$ cat config.mk
export PLATFORM = sky130hd
export DESIGN_NAME = interval_timer_ctrl_flat
export DESIGN_NICKNAME = d
export VERILOG_FILES = /design/src/rtl/interval_timer_pkg.sv /design/src/rtl/interval_timer_ctrl_if.sv /design/src/rtl/timer_count_dp.sv /design/src/rtl/interval_timer_ctrl.sv /design/src/flat_wrapper.sv
export SDC_FILE = /design/constraint.sdc
export NUM_CORES = 1
export LEC_CHECK = 0
export CAP_MARGIN = 20
export CELL_PAD_IN_SITES_DETAIL_PLACEMENT = 1
export CELL_PAD_IN_SITES_GLOBAL_PLACEMENT = 1
export CORE_MARGIN = 3
export CORE_UTILIZATION = 35
export CTS_BUF_LIST = sky130_fd_sc_hd__clkbuf_16
export DETAILED_ROUTE_END_ITERATION = 12
export GPL_ROUTABILITY_DRIVEN = 1
export PLACE_DENSITY_LB_ADDON = 0.12
export SLEW_MARGIN = 20
export SYNTH_ARGS = -nofsm -noshare
export SYNTH_HDL_FRONTEND = slang
export SYNTH_SLANG_ARGS = --single-unit
export TNS_END_PERCENT = 1
$ cat constraint.sdc
create_clock -name clk -period 4.32 [get_ports clk]
set_clock_uncertainty 0.15 [all_clocks]
set_input_delay 0.864 -clock clk [delete_from_list [all_inputs] [get_ports clk]]
set_output_delay 0.864 -clock clk [all_outputs]
set_load 0.005 [all_outputs]
$ cat src/rtl/interval_timer_pkg.sv
// Shared types and defaults for the interval timer controller.
// Provides the FSM state enum and the default count width.
package interval_timer_pkg;

    localparam int DEF_WIDTH = 4;

    typedef enum logic [1:0] {
        IDLE = 2'd0,
        RUN  = 2'd1,
        HOLD = 2'd2
    } timer_state_e;

endpackage

$ cat src/rtl/interval_timer_ctrl_if.sv
// Command/status bundle for the interval timer.
// master drives start/stop/pause/period/auto_reload; slave returns status.
interface interval_timer_ctrl_if #(
    parameter int WIDTH = 4
);
    logic             start;
    logic             stop;
    logic             pause;
    logic [WIDTH-1:0] period;
    logic             auto_reload;
    logic [WIDTH-1:0] count;
    logic             running;
    logic             paused;
    logic             expire;

    modport master (
        output start, stop, pause, period, auto_reload,
        input  count, running, paused, expire
    );

    modport slave (
        input  start, stop, pause, period, auto_reload,
        output count, running, paused, expire
    );
endinterface

$ cat src/rtl/timer_count_dp.sv
// Counter datapath: WIDTH-bit register with sync clear and enable.
// Ports: clk, rst, clr, en, limit in; count, last (count == limit-1) out.
import interval_timer_pkg::*;

module timer_count_dp #(
    parameter int WIDTH = DEF_WIDTH
) (
    input  logic             clk,
    input  logic             rst,
    input  logic             clr,
    input  logic             en,
    input  logic [WIDTH-1:0] limit,
    output logic [WIDTH-1:0] count,
    output logic             last
);
    localparam logic [WIDTH-1:0] ONE = WIDTH'(1);

    always_ff @(posedge clk) begin
        if (rst || clr) begin
            count <= '0;
        end else if (en) begin
            count <= count + ONE;
        end
    end

    // limit is never 0 while counting, so limit-1 cannot underflow
    // in any state where last is consulted.
    assign last = (count == (limit - ONE));
endmodule

$ cat src/rtl/interval_timer_ctrl.sv
// Programmable interval timer: start/stop/pause, one-shot or reload.
// Ports: clk, rst (sync, active-high), bus (slave modport of the if).
import interval_timer_pkg::*;

module interval_timer_ctrl #(
    parameter int WIDTH = DEF_WIDTH
) (
    input  logic                 clk,
    input  logic                 rst,
    interval_timer_ctrl_if.slave bus
);
    timer_state_e     state_q;
    timer_state_e     state_d;
    logic [WIDTH-1:0] period_q;
    logic             reload_q;
    logic             expire_q;
    logic             expire_d;
    logic             load;
    logic             clr;
    logic             en;
    logic             last;
    logic [WIDTH-1:0] cnt;

    timer_count_dp #(
        .WIDTH (WIDTH)
    ) u_dp (
        .clk   (clk),
        .rst   (rst),
        .clr   (clr),
        .en    (en),
        .limit (period_q),
        .count (cnt),
        .last  (last)
    );

    always_ff @(posedge clk) begin
        if (rst) begin
            state_q  <= IDLE;
            period_q <= '0;
            reload_q <= 1'b0;
            expire_q <= 1'b0;
        end else begin
            state_q  <= state_d;
            expire_q <= expire_d;
            if (load) begin
                period_q <= bus.period;
                reload_q <= bus.auto_reload;
            end
        end
    end

    // Priority: stop > start > pause. A zero-period start restarting
    // an active timer degenerates to stop; in IDLE it is ignored.
    always_comb begin
        state_d  = state_q;
        expire_d = 1'b0;
        load     = 1'b0;
        clr      = 1'b0;
        en       = 1'b0;
        if (bus.stop) begin
            state_d = IDLE;
            clr     = 1'b1;
        end else if (bus.start && (bus.period != '0)) begin
            state_d = RUN;
            load    = 1'b1;
            clr     = 1'b1;
        end else if (bus.start && (state_q != IDLE)) begin
            state_d = IDLE;
            clr     = 1'b1;
        end else begin
            unique case (state_q)
                IDLE: begin
                    clr = 1'b1;
                end
                // HOLD with pause low resumes counting in the same
                // cycle, so it shares the RUN advance path.
                RUN, HOLD: begin
                    if (bus.pause) begin
                        state_d = HOLD;
                    end else begin
                        state_d = RUN;
                        if (last) begin
                            clr      = 1'b1;
                            expire_d = 1'b1;
                            if (!reload_q) begin
                                state_d = IDLE;
                            end
                        end else begin
                            en = 1'b1;
                        end
                    end
                end
                default: begin
                    state_d = IDLE;
                    clr     = 1'b1;
                end
            endcase
        end
    end

    assign bus.count   = cnt;
    assign bus.running = (state_q != IDLE);
    assign bus.paused  = (state_q == HOLD);
    assign bus.expire  = expire_q;
endmodule

$ cat src/flat_wrapper.sv
// flat-port wrapper written by rule: the top's interface ports become plain ports
module interval_timer_ctrl_flat 
#(
    parameter int WIDTH = DEF_WIDTH
)
  (clk, rst, bus_start, bus_stop, bus_pause, bus_period, bus_auto_reload, bus_count, bus_running, bus_paused, bus_expire);
  interval_timer_ctrl_if #(.WIDTH(WIDTH)) bus_i ();
  input  logic clk;
  input  logic rst;
  input wire logic [$bits(bus_i.start)-1:0] bus_start;
  input wire logic [$bits(bus_i.stop)-1:0] bus_stop;
  input wire logic [$bits(bus_i.pause)-1:0] bus_pause;
  input wire logic [$bits(bus_i.period)-1:0] bus_period;
  input wire logic [$bits(bus_i.auto_reload)-1:0] bus_auto_reload;
  output wire logic [$bits(bus_i.count)-1:0] bus_count;
  output wire logic [$bits(bus_i.running)-1:0] bus_running;
  output wire logic [$bits(bus_i.paused)-1:0] bus_paused;
  output wire logic [$bits(bus_i.expire)-1:0] bus_expire;
  assign bus_i.start = bus_start;
  assign bus_i.stop = bus_stop;
  assign bus_i.pause = bus_pause;
  assign bus_i.period = bus_period;
  assign bus_i.auto_reload = bus_auto_reload;
  assign bus_count = bus_i.count;
  assign bus_running = bus_i.running;
  assign bus_paused = bus_i.paused;
  assign bus_expire = bus_i.expire;
  interval_timer_ctrl #(.WIDTH(WIDTH)) u_core (.clk(clk), .rst(rst), .bus(bus_i));
endmodule
# After elaboration in Yosys (flattened, before gate mapping)

Index checks and enable logic that the tools add are counted.

Register bits after elaboration: 12
Input bits: 10
Output and inout port bits: 7
Logic and storage cells: 43

$add $sub $neg: 2
Equality and inequality tests: 4
Multiplexer cells: 20
Bitwise gates (word level): 1
Reductions and logical operators: 10

Operators by type and width:

| operator              | count |
|---|---|
| $mux W1               | 17 |
| $reduce_or A5 Y1      | 1 |
| $add A4 B1 Y4 const B | 1 |
| $eq A4 B4 Y1          | 1 |
| $mux W2               | 2 |
| $pmux W2 S2           | 1 |
| $reduce_bool A4 Y1    | 1 |
| $reduce_or A2 Y1      | 2 |
| $reduce_or A4 Y1      | 1 |
| $sub A4 B1 Y4 const B | 1 |
| $ne A3 B1 Y1 const B  | 1 |
| $eq A2 B1 Y1 const B  | 1 |
| $eq A2 B2 Y1 const B  | 1 |
| $logic_and A1 B1 Y1   | 2 |
| $logic_not A2 Y1      | 1 |
| $reduce_bool A2 Y1    | 1 |
| $logic_or A1 B1 Y1    | 1 |
| $not A1 Y1            | 1 |

# Depth between registers and ports, before layout

Depth after elaboration: 9
Depth in mapped cells: 7
Mapped depth without buffers: 6

# Hierarchy

Synthesis repeated with hierarchy kept, for this count alone.

Cell total of the unflattened synthesis: 74
Area, all modules: 675.6 um^2

Modules (own cells, without submodules):

| module              | times used | cells each | area each (um^2) | seq. area each (um^2) |
|---|---|---|---|---|
| interval_timer_ctrl | 1          | 48         | 427.9            | 160.2 |
| timer_count_dp      | 1          | 26         | 247.7            | 80.1 |

# Worst setup path after synthesis

No wires, ideal clock.

Kind: input to register
Start point: input port bus_period[0]
End point: register u_core.u_dp.count[0]
Data arrival time: 1.910 ns
Slack: 2.193 ns
Stages on the path: 5
Path buffers: 1
Cells stage by stage: o41ai_4 -> buf_4 -> nand2_2 -> or3_1 -> o21ai_2

Longest elaborated chain between the ends: 5
Elaborated cells between the ends (all ways): 7
Those cells by class: mux: 4; reduce/logical: 3

RTL lines:

| what                    | RTL line                  | text |
|---|---|---|
| start, declared         | flat_wrapper.sv:13        | `input wire logic [$bits(bus_i.period)-1:0] bus_period;` |
| $reduce_bool A4 Y1 (*)  | interval_timer_ctrl.sv:63 | `end else if (bus.start && (bus.period != '0)) begin` |
| $logic_and A1 B1 Y1 (*) | interval_timer_ctrl.sv:63 |  |
| $mux W1                 | interval_timer_ctrl.sv:63 |  |
| $mux W1                 | interval_timer_ctrl.sv:60 | `if (bus.stop) begin` |
| $logic_or A1 B1 Y1      | timer_count_dp.sv:19      | `if (rst \|\| clr) begin` |
| end signal, assigned    | timer_count_dp.sv:22      | `count <= count + ONE;` |
| end, declared           | timer_count_dp.sv:13      | `output logic [WIDTH-1:0] count,` |

Mark *: on every way between the ends. The rest lies on a longest branch, timed or not.
A chain may end at the register's enable or synchronous reset.

# Worst setup path in the final report

Start point: input port bus_period[0]
End point: register u_core.u_dp.count[3]

The elaborated chain is that of the path after synthesis.

==> flow_summary.toml <==
[clock_network]
path_clk_slew_ns = 0.05
numClockSinks = 12
cts_setup_buffers = 0
cts_resized = 0
clkLatencyLatePin_ns = 0.24
tritoncts = "done"
hold_buffers = 0
numCtsBuffers = 3
cts_root_buf = "clkbuf_16"
clockBufferDepth = 2
h-tree-depth = 1

[floorplan]
chipWidth_microns = 54.1
start_util_pct = 39.2
dieArea_sq_um = 2920
die_h_microns = 54.1
rows = 16
ioPinCount = 17
core_sq_um = 2060

[timing]
rsz0062_at_grt = "no"
clock.fmax_mhz = 363
finalMaxSlewViolations = 0
setup_tns_ns = 0
period_minus_slack_ns = 2.76
relSlewSlack_pct = 49.0
period_share_pct = 63.8
whs_ns = 0.352
worst_pin_slew_ns = 0.759
setup_viol = 0
hold_viol = 0

[yosys]
synth_xor_area_share_pct = 7.12
synth_ff_type = "dfxtp_1"
syn_area_sq_um = 808
synth_nets = 107
ys_warn_count = 0
synth_top_family_by_area = "simple AND/OR/NAND/NOR gates"
ys_seq_elements = 12
ys_types = 39
yosys.area_share.simple_pct = 27.6
synth_mux_area_share_pct = 0
synth_compound_area_share_pct = 22.1
synthAdderAreaFrac_pct = 7.74
synth_enable_flop_cells = 0
yosysSeqAreaShare_pct = 29.7
syn_inst = 92
async_flop_share_pct = 0
avgSynthCellArea_sq_um = 8.79

[global_route]
grt_overflow_total = 0
grt_pass1_wl_microns = 3350
grt_pass1_vias = 782
grtUsageMet2_pct = 28.4
grt_start_max_net_pins = 13
top_usage_layer = "met2"
use_met1_pct = 18.7
antenna_found_initial = 0
track_usage_pct = 15.9
grtUsageMet3_pct = 4.16

[routing]
wl_per_cell_microns = 15.0
totalWireLength_microns = 2040
drtPass1Iterations = 4
vias = 773
final_antenna_net_count = 0
drcViolationCount = 0
vias_per_cell = 5.68
drtIter0Drc = 9

[setup_path]
r2r_cells = 6
cp_max_fo = 12
r2r_slack_ns = 2.33
endpoint_kind = "flop"
cp-start-kind = "input port"
crit_type = "input port to flop"
cp.arrival_ns = 2.79
cp.required_ns = 4.35

[cells_and_area]
final_common_cell = "clkdlybuf4s50_1"
area_delta_synth_final_pct = 31.7
n_fill_cell = 253
n_antenna_cell = 0
drive_gt1_share_pct = 11.0
mostFrequentLayoutCells = "clkdlybuf4s50_1 (16), dfxtp_1 (12), inv_1 (8), nand2_1 (7), a21oi_1 (6)"
fin_nets = 125
ff_latch_area_sq_um = 240
multiInputGateArea_sq_um = 522

[pwr]
ir_worst_vdd_uv = 245
total_leakage_power_nw = 0.385
p_per_area_nw_per_um2 = 309

[placed_design]
place_congestion = 0.735
hpwl_microns = 1480
portBuffers = 16

[flow_run]
drv_cap = 0

[hold_path]
hold_path_class = "flop to flop"
min_path_cells = 2

[status]
status = "finished clean"
[registers in the layout, summed over array words and instances (netlist names)]
| signal | count |
|---|---|
| u_core.period_q | 4 |
| u_core.u_dp.count | 4 |
| u_core.bus.expire | 1 |
| u_core.state_q | 2 |
| u_core.reload_q | 1 |
[power breakdown]
| part | switching [mW] | internal [mW] |
|---|---|---|
| Sequential | 0.00222 | 0.114 |
| Clock | 0.0493 | 0.122 |
| Combinational | 0.0235 | 0.0187 |
| Total | 0.0750 | 0.255 |
[cells by family after synthesis]
group,after synthesis
AO/OA/AOI/OAI,23
XOR/XNOR,5
AND/OR/NAND/NOR,36
buffers and inverters,11
adder cells (fa/ha/maj),5
flip-flops,12
[synthesized netlist by cell type, types with 2 or more instances]
cell type	count	area [sq um]
inv_1	8	30.0
nor2b_1	3	18.8
nand4_1	3	18.8
nand2_1	7	26.3
ha_1	5	62.6
o21ai_0	5	25.0
xor2_1	2	17.5
and4_2	2	20.0
a21oi_1	6	30.0
nor4_1	2	12.5
nand3_1	4	20.0
o2111ai_1	2	17.5
nand2b_1	2	12.5
xnor2_1	2	17.5
dfxtp_1	12	240
nor2_1	4	15.0
[through the flow]
stage	total power, mW	setup WS (ns)	cells	util [%]	area [sq um]
after floorplan	0.142	2.19	92	-	808
after global placement	0.159	1.39	132	47.8	986
after detailed placement	0.160	1.32	132	47.8	986
after CTS	0.334	1.56	136	51.6	1060
after global routing	0.343	1.47	136	51.6	1060
final	0.329	1.56	136	51.6	1060
[metal layers]
metal,vias up,routed length (microns)
li1,374,-
met1,379,944
met2,18,977
met3,2,104
met4,0,13
met5,-,0
[path summary, 6_finish.rpt]
kind                                                       from                                end
worst min register to register  u_core.period_q[3]$_SDFFE_PP0P_    u_core.period_q[3]$_SDFFE_PP0P_
worst max-delay path                              bus_period[0]  u_core.u_dp.count[3]$_SDFFE_PP0P_
worst min-delay path            u_core.period_q[3]$_SDFFE_PP0P_    u_core.period_q[3]$_SDFFE_PP0P_
worst max register to register  u_core.period_q[0]$_SDFFE_PP0P_  u_core.u_dp.count[2]$_SDFFE_PP0P_
[critical path, cell delays in order]
cell,delay [ns]
clkdlybuf4s50_1,0.48
o41ai_4,0.68
nand4_1,0.14
or4_1,0.53
nand3_1,0.09
[layout make-up]
type,instances,share of cell area (%)
Clock buffer,3,7.05
Clock inverter,1,0.353
Inverter,8,2.82
Multi-Input combinational cell,69,49.0
Sequential cell,12,22.6
Tap cell,27,3.17
Timing Repair Buffer,16,15.0
(Power assumes the default switching activity.)
